===== src/rtl/mem_port_arbiter.sv =====
// mem_port_arbiter: shares one single-port synchronous RAM between the
// instruction-fetch read port and the load/store data port. Serialises
// level-held requests, absorbs the RAM's one-cycle read latency and returns
// read data alongside a one-cycle acknowledge pulse.
module mem_port_arbiter #(
  parameter int unsigned ADDR_W       = 8,
  parameter int unsigned STARVE_LIMIT = 3
) (
  input  logic              clk,
  input  logic              clear,
  input  logic              fetch_req,
  input  logic [ADDR_W-1:0] fetch_addr,
  output logic              fetch_ack,
  output logic [31:0]       fetch_rdata,
  input  logic              data_req,
  input  logic              data_we,
  input  logic [ADDR_W-1:0] data_addr,
  input  logic [31:0]       data_wdata,
  output logic              data_ack,
  output logic [31:0]       data_rdata,
  output logic [ADDR_W-1:0] mem_addr,
  output logic [31:0]       mem_wdata,
  output logic              mem_we,
  output logic              mem_re,
  input  logic [31:0]       mem_rdata,
  output logic              busy
);

  localparam int unsigned DATA_W = 32;
  localparam int unsigned CNT_W  = 4;

  typedef enum logic [1:0] {IDLE, ISSUE, WAIT, ACK} state_e;

  state_e              state_q;
  logic                win_fetch_q;
  logic                win_we_q;
  logic [CNT_W-1:0]    starve_cnt_q;
  logic [CNT_W-1:0]    starve_cnt_d;
  logic [ADDR_W-1:0]   mem_addr_q;
  logic [DATA_W-1:0]   mem_wdata_q;
  logic                mem_we_q;
  logic                mem_re_q;
  logic                fetch_ack_q;
  logic                data_ack_q;
  logic [DATA_W-1:0]   fetch_rdata_q;
  logic [DATA_W-1:0]   data_rdata_q;
  logic                busy_q;
  logic                grant_data_c;
  logic                grant_fetch_c;

  // Arbitration: data wins unless fetch has waited through STARVE_LIMIT data grants
  always_comb begin
    grant_data_c  = data_req && !(fetch_req && (starve_cnt_q == CNT_W'(STARVE_LIMIT)));
    grant_fetch_c = fetch_req && !grant_data_c;
    starve_cnt_d  = starve_cnt_q;
    if (grant_data_c) begin
      starve_cnt_d = fetch_req ? (starve_cnt_q + CNT_W'(1)) : '0;
    end else if (grant_fetch_c) begin
      starve_cnt_d = '0;
    end
  end

  // Access sequencer: IDLE -> ISSUE (RAM enable) -> WAIT (capture) -> ACK (pulse)
  always_ff @(posedge clk) begin
    if (clear) begin
      state_q       <= IDLE;
      win_fetch_q   <= 1'b0;
      win_we_q      <= 1'b0;
      starve_cnt_q  <= '0;
      mem_addr_q    <= '0;
      mem_wdata_q   <= '0;
      mem_we_q      <= 1'b0;
      mem_re_q      <= 1'b0;
      fetch_ack_q   <= 1'b0;
      data_ack_q    <= 1'b0;
      fetch_rdata_q <= '0;
      data_rdata_q  <= '0;
      busy_q        <= 1'b0;
    end else begin
      case (state_q)
        IDLE: begin
          if (grant_data_c || grant_fetch_c) begin
            state_q      <= ISSUE;
            busy_q       <= 1'b1;
            win_fetch_q  <= grant_fetch_c;
            starve_cnt_q <= starve_cnt_d;
            if (grant_fetch_c) begin
              // Fetch port is read-only
              mem_addr_q <= fetch_addr;
              mem_re_q   <= 1'b1;
              mem_we_q   <= 1'b0;
              win_we_q   <= 1'b0;
            end else begin
              mem_addr_q  <= data_addr;
              mem_wdata_q <= data_wdata;
              mem_re_q    <= !data_we;
              mem_we_q    <= data_we;
              win_we_q    <= data_we;
            end
          end
        end
        ISSUE: begin
          mem_re_q <= 1'b0;
          mem_we_q <= 1'b0;
          state_q  <= WAIT;
        end
        WAIT: begin
          if (!win_we_q) begin
            if (win_fetch_q) begin
              fetch_rdata_q <= mem_rdata;
            end else begin
              data_rdata_q <= mem_rdata;
            end
          end
          fetch_ack_q <= win_fetch_q;
          data_ack_q  <= !win_fetch_q;
          state_q     <= ACK;
        end
        ACK: begin
          fetch_ack_q <= 1'b0;
          data_ack_q  <= 1'b0;
          busy_q      <= 1'b0;
          state_q     <= IDLE;
        end
        default: begin
          state_q <= IDLE;
        end
      endcase
    end
  end

  assign mem_addr    = mem_addr_q;
  assign mem_wdata   = mem_wdata_q;
  assign mem_we      = mem_we_q;
  assign mem_re      = mem_re_q;
  assign fetch_ack   = fetch_ack_q;
  assign fetch_rdata = fetch_rdata_q;
  assign data_ack    = data_ack_q;
  assign data_rdata  = data_rdata_q;
  assign busy        = busy_q;

endmodule


===== config.mk =====
export PLATFORM = sky130hd
export DESIGN_NAME = mem_port_arbiter
export DESIGN_NICKNAME = d
export VERILOG_FILES = /design/src/rtl/mem_port_arbiter.sv
export SDC_FILE = /design/constraint.sdc
export NUM_CORES = 1
export LEC_CHECK = 0
export ABC_AREA = 1
export ABC_CLOCK_PERIOD_IN_PS = 1400
export BUFFER_PORTS_ARGS = -buffer_cell sky130_fd_sc_hd__buf_2
export CORE_MARGIN = 2
export CORE_UTILIZATION = 35
export CTS_BUF_LIST = sky130_fd_sc_hd__clkbuf_4 sky130_fd_sc_hd__clkbuf_8
export DETAILED_ROUTE_END_ITERATION = 16
export GPL_ROUTABILITY_DRIVEN = 1
export GPL_TIMING_DRIVEN = 0
export SYNTH_ARGS = -nofsm -noshare
export SYNTH_HDL_FRONTEND = slang
export SYNTH_SLANG_ARGS = --single-unit

===== constraint.sdc =====
create_clock -name clk -period 1.4 [get_ports clk]
set_clock_uncertainty 0.15 [all_clocks]
set_input_delay 0.21 -clock clk [delete_from_list [all_inputs] [get_ports clk]]
set_output_delay 0.21 -clock clk [all_outputs]
set_load 0.01 [all_outputs]

; Word level (Yosys, flattened, before mapping)
; Index checks and enable logic that the tools add are counted.
[op_classes]
bitwise_logic = 3
addsub = 1
n_eq_ne = 5
n_reduce_logical = 20
mux = 16
[op_table]
columns = op, n
row1 = $mux 4, 3
row2 = $reduce_and 3->1, 4
row3 = $pmux 1 s2, 5
row4 = $mux 8, 1
row5 = $pmux 2 s4, 1
row6 = $reduce_bool 2->1, 4
row7 = $reduce_and 2->1, 3
row8 = $mux 1, 5
row9 = $add 4x1->4 const B, 1
row10 = $eq 2x2->1 const B, 2
row11 = $eq 4x2->1 const B, 1
row12 = $logic_not 1->1, 4
row13 = $logic_and 1x1->1, 3
row14 = $not 1->1, 3
row15 = $eq 2x1->1 const B, 1
row16 = $logic_not 2->1, 1
row17 = $mux 2, 1
row18 = $ne 2x2->1 const B, 1
row19 = $logic_or 1x1->1, 1
[word_totals]
out_inout_bits = 109
input_bits = 85
reg_bits = 117
elab_cells = 58

; Longest topological paths before layout
[depth]
ltp_word = 9
ltp_mapped = 10
ltp_nobuf = 10

; Least setup slack after synthesis
; OpenSTA, ideal clock, no wires.
[synth_timing]
path_type = reg2reg
from = reg state_q[0]
to = reg mem_addr_q[1], in the netlist mem_addr[1]
path_slack_ps = -161
required_time_ps = 1141
n_path_buf = 1
t_arrival_ps = 1302
setup_ps = 109
stages_incl_launch_ff = 10
period_less_slack_ps = 1561
path_cell_list = dfxtp_1 inv_1 ha_1 inv_1 nor2_4 buf_2 nor2_1 nor2_1 nand2_1 inv_1
[synth_via]
elab_chain_cells = 2
[synth_rtl]
columns = element, line_no
row1 = "start, declared", 34  ; state_e state_q;
row2 = "start signal, assigned", 66  ; state_q <= IDLE;
row3 = "start signal, assigned", 83  ; state_q <= ISSUE;
row4 = "start signal, assigned", 105  ; state_q <= WAIT;
row5 = $logic_not 2->1, 80  ; case (state_q)
row6 = $reduce_and 2->1 (no line), --
row7 = "end signal, assigned", 89  ; mem_addr_q <= fetch_addr;
row8 = "end signal, assigned", 94  ; mem_addr_q <= data_addr;
row9 = "end, declared", 39  ; logic [ADDR_W-1:0] mem_addr_q;
; Every way passes these cells.
; A chain may end at the register's enable or synchronous reset.

; Worst setup path in the final report
[layout_timing]
from = reg state_q[0]
to = reg starve_cnt_q[2]
[layout_via]
elab_chain_cells = 2
[layout_rtl]
columns = element, line_no
row1 = $logic_not 2->1, 80
row2 = $reduce_and 3->1 (no line), --
row3 = "end signal, assigned", 86  ; starve_cnt_q <= starve_cnt_d;
row4 = "end, declared", 37  ; logic [CNT_W-1:0] starve_cnt_q;
; Every way passes these cells.

==> flow_summary.json <==
{
  "max_stage_delay_ns": 0.36,
  "ios": 194,
  "tightest_slew_ns": 0.6831,
  "seqPwrFrac_pct": 34.4,
  "synthArstFlopShare_pct": 0,
  "io_buffers": 193,
  "yosysWarnings": 0,
  "dp.cells": 931,
  "yosys-top-cells-area": "dfxtp_1 (54%), nor2_1 (19%), o21ai_0 (11%), nand2_1 (2.8%), nand3_1 (2.1%)",
  "dieArea_um2": 13350,
  "synth.most_common_cell": "nor2_1",
  "setup_viol": 111,
  "grt.total_usage_pct": 22.20,
  "power.density_nw_per_um2": 1746,
  "clk_pin_slew_ns": 0.06,
  "avgSynthCellArea_um2": 7.639,
  "firstDrtPassIters": 4,
  "start_kind": "flop",
  "min_period_over_period_pct": 112.8,
  "layout_min_cycle_time_ns": 1.580,
  "cts_max_level": 4,
  "cp_top_family": "simple AND/OR/NAND/NOR gates",
  "root_buffer": "clkbuf_8",
  "cts_tree": "built",
  "die_h_um": 115.5,
  "post-synth-top-area-fraction_pct": 53.79,
  "synth_top_area_cell": "dfxtp_1",
  "pwr-share-clk_pct": 25.2,
  "cts_buffer_depth": 2,
  "antenna_found_initial": 0,
  "ys_ff_latch": 117,
  "core_um2": 12060,
  "vias": 4982,
  "drv_cap": 0,
  "fmax_mhz": 633.0,
  "worstPathArrival_ns": 1.76,
  "dpl_cell_area_um2": 5562,
  "clk_latency_ns": 0.44,
  "dp_slack_ns": -0.3356,
  "timing.final.hold_violations": 0,
  "syn_to_final_growth_pct": 81.58,
  "cts_buffers": 17,
  "wl_per_cell_um": 14.50,
  "ir_worst_vdd_v": 0.001012,
  "slew-limit-headroom_pct": 54.46,
  "syn-num-nets": 661,
  "path_cells": "inv_6, ha_4, inv_6, nor2_4, buf_6, nand2_1, xor2_1, nor2_1",
  "yosys-top-cells-count": "nor2_1 (220), dfxtp_1 (117), o21ai_0 (94), nand2_1 (33), inv_1 (20)",
  "critPathCapture": "starve_cnt_q[2]",
  "crit_type": "reg2reg",
  "die_w_um": 115.5,
  "power_switching_mw": 4.868,
  "power_leakage_nw": 3.785,
  "multi_input_area_um2": 2318,
  "viasPerCell": 4.634,
  "diodes": 0,
  "globalplace.congestion": 0.7968,
  "grt_overflow": 0,
  "setup_ws_ns": -0.1799,
  "worstSetupPathDepth": 8,
  "synthCells": 570,
  "hold_class": "in2reg",
  "path_buf_inv": 3,
  "cp.required_ns": 1.58,
  "rsz0062_at_grt": "yes",
  "stdcell_count": 1075,
  "dpl.hpwl_mm": 9.399,
  "yosys.cell_types.count": 28,
  "drc": 0,
  "synth-edff-count": 0,
  "n_fill_cell": 981,
  "seq_area_frac_synth_pct": 53.79,
  "synth.cell_area_um2": 4354,
  "p_comb_share_pct": 40.3,
  "wl_mm": 15.59,
  "cp_max_fo": 7,
  "outcome": "finished with violations",
  "clock-sinks": 117,
  "rr_worst_depth": 8,
  "crit_top_cell": "inv_6",
  "r2r_slack_ns": -0.18,
  "ant_nets": 0,
  "layout-drive-gt1-share_pct": 43.66,
  "drt_iter0_drc": 229,
  "grt_pass1_wl_mm": 23.17,
  "p_int_mw": 8.939,
  "violations": "setup timing",
  "slew_violations": 0,
  "power.share.switching_pct": 35.26,
  "final-seq-area_um2": 2356,
  "nets": 985,
  "fin_area_um2": 7906,
  "rows": 40,
  "timing.rr.start": "state_q[0]",
  "grt_pass1_vias": 4993,
  "slowest_stage": "dfxtp_4",
  "start_util_pct": 36.10,
  "end_kind": "flop",
  "synth_top_flop_cell": "dfxtp_1",
  "r2r-end": "starve_cnt_q[2]",
  "crit_path_start": "state_q[0]",
  "grt_max_degree": 17
}
## cell usage in the layout, fill, tap and decap left out, types with 3 or more instances in the layout
cell type and instances:
o21ai_0 43, dfxtp_2 5, buf_6 17, clkbuf_1 10, clkbuf_4 3, nor2_1 152
nand2_4 3, o21ai_1 43, nor2_4 42, nand3_1 17, inv_1 13, dfxtp_1 110
nand2_2 6, buf_4 13, inv_6 3, nand2_1 25, clkbuf_16 3, buf_2 196
buf_8 8, bufinv_16 4, ha_4 3, o21ai_2 16, a21oi_1 6, clkinv_2 4
buf_12 3, dlygate4sd3_1 83, clkbuf_8 22, nor2_2 28
## how the worst min path moves through the flow
stage	startpoint	endpoint	slack, ns	cells after the start
after floorplan	mem_rdata[25]	fetch_rdata[25]	0.19	2
after global placement	data_wdata[13]	mem_wdata[13]	0.28	3
after detailed placement	data_wdata[31]	mem_wdata[31]	0.29	3
after CTS	fetch_req	busy	0.03	4
after global routing	data_req	starve_cnt_q[0]	0.07	5
final	data_req	starve_cnt_q[0]	0.08	5
## repair_timing
| item | CTS | global route |
|---|---|---|
| resized for setup | 122 | 160 |
| endpoints found under the hold margin | 108 | 0 |
| endpoints found under the setup margin | 113 | 113 |
| hold buffers | 83 | 0 |
| pin swaps | 24 | 40 |
| setup buffers | 16 | 2 |
| gates cloned | 9 | 3 |
## kinds of logic (layout without fill, tap and decap cells)
| kind of cell | Yosys count | in the layout | share of synthesized area (%) |
|---|---|---|---|
| AOI/OAI and AO/OA | 110 | 110 | 12.70 |
| adders and majority gates | 6 | 6 | 1.724 |
| DFF | 117 | 117 | 53.79 |
| and+or+nand+nor | 282 | 282 | 26.01 |
| xor gates and xnor gates | 1 | 1 | 0.2012 |
| buffers and inverters | 54 | 391 | 5.574 |
## routing by layer
metal / wire (µm) / global-route usage [%]
met5: 0 / 0
met3: 1125 / 7.165
met1: 6432 / 25.18
met4: 306 / 9.398
met2: 7722 / 38.40
## metrics by stage
stage	hold WS, ns	total power [mW]	setup TNS (ns)	utilization, %
2_1_floorplan	0.1949	6.751	-3.255	-
3_3_place_gp	0.2813	8.051	-24.53	46.11
3_5_place_dp	0.2888	8.161	-28.14	46.11
4_1_cts	0.03204	12.67	-8.123	61.08
5_1_grt	0.07185	14.58	-18.18	65.55
6_report	0.08204	13.81	-11.11	65.55
## power by group through the flow
stage	combinational, mW	clock [mW]	sequential [mW]
after floorplan	1.81	0	4.94
after global placement	3.47	0	4.58
after detailed placement	3.55	0	4.62
after CTS	4.54	3.54	4.59
after global routing	6.05	3.69	4.84
final	5.57	3.48	4.76
## area by class of cell
cell class | count | share of cell area (%)
Buffer | 31 | 3.972
Clock buffer | 23 | 3.766
Clock inverter | 9 | 1.883
Inverter | 22 | 1.551
Multi-Input combinational cell | 399 | 29.32
Sequential cell | 117 | 29.80
Tap cell | 168 | 2.659
Timing Repair Buffer | 306 | 27.05
## sequential cells by signal (all words and copies together) (netlist names)
signal / count
data_ack: 1
mem_addr: 8
fetch_rdata: 32
busy: 1
starve_cnt_q: 4
mem_re: 1
win_fetch_q: 1
fetch_ack: 1
state_q: 2
mem_we: 1
data_rdata: 32
win_we_q: 1
mem_wdata: 32
## worst reg2reg max path, cell delays in order (launching register included)
cell     delay [ns]
dfxtp_4        0.36
inv_6          0.07
ha_4           0.18
inv_6          0.06
nor2_4         0.27
buf_6          0.15
nand2_1        0.05
xor2_1         0.14
nor2_1         0.05
Note: power is estimated with default switching activity, not from simulation.
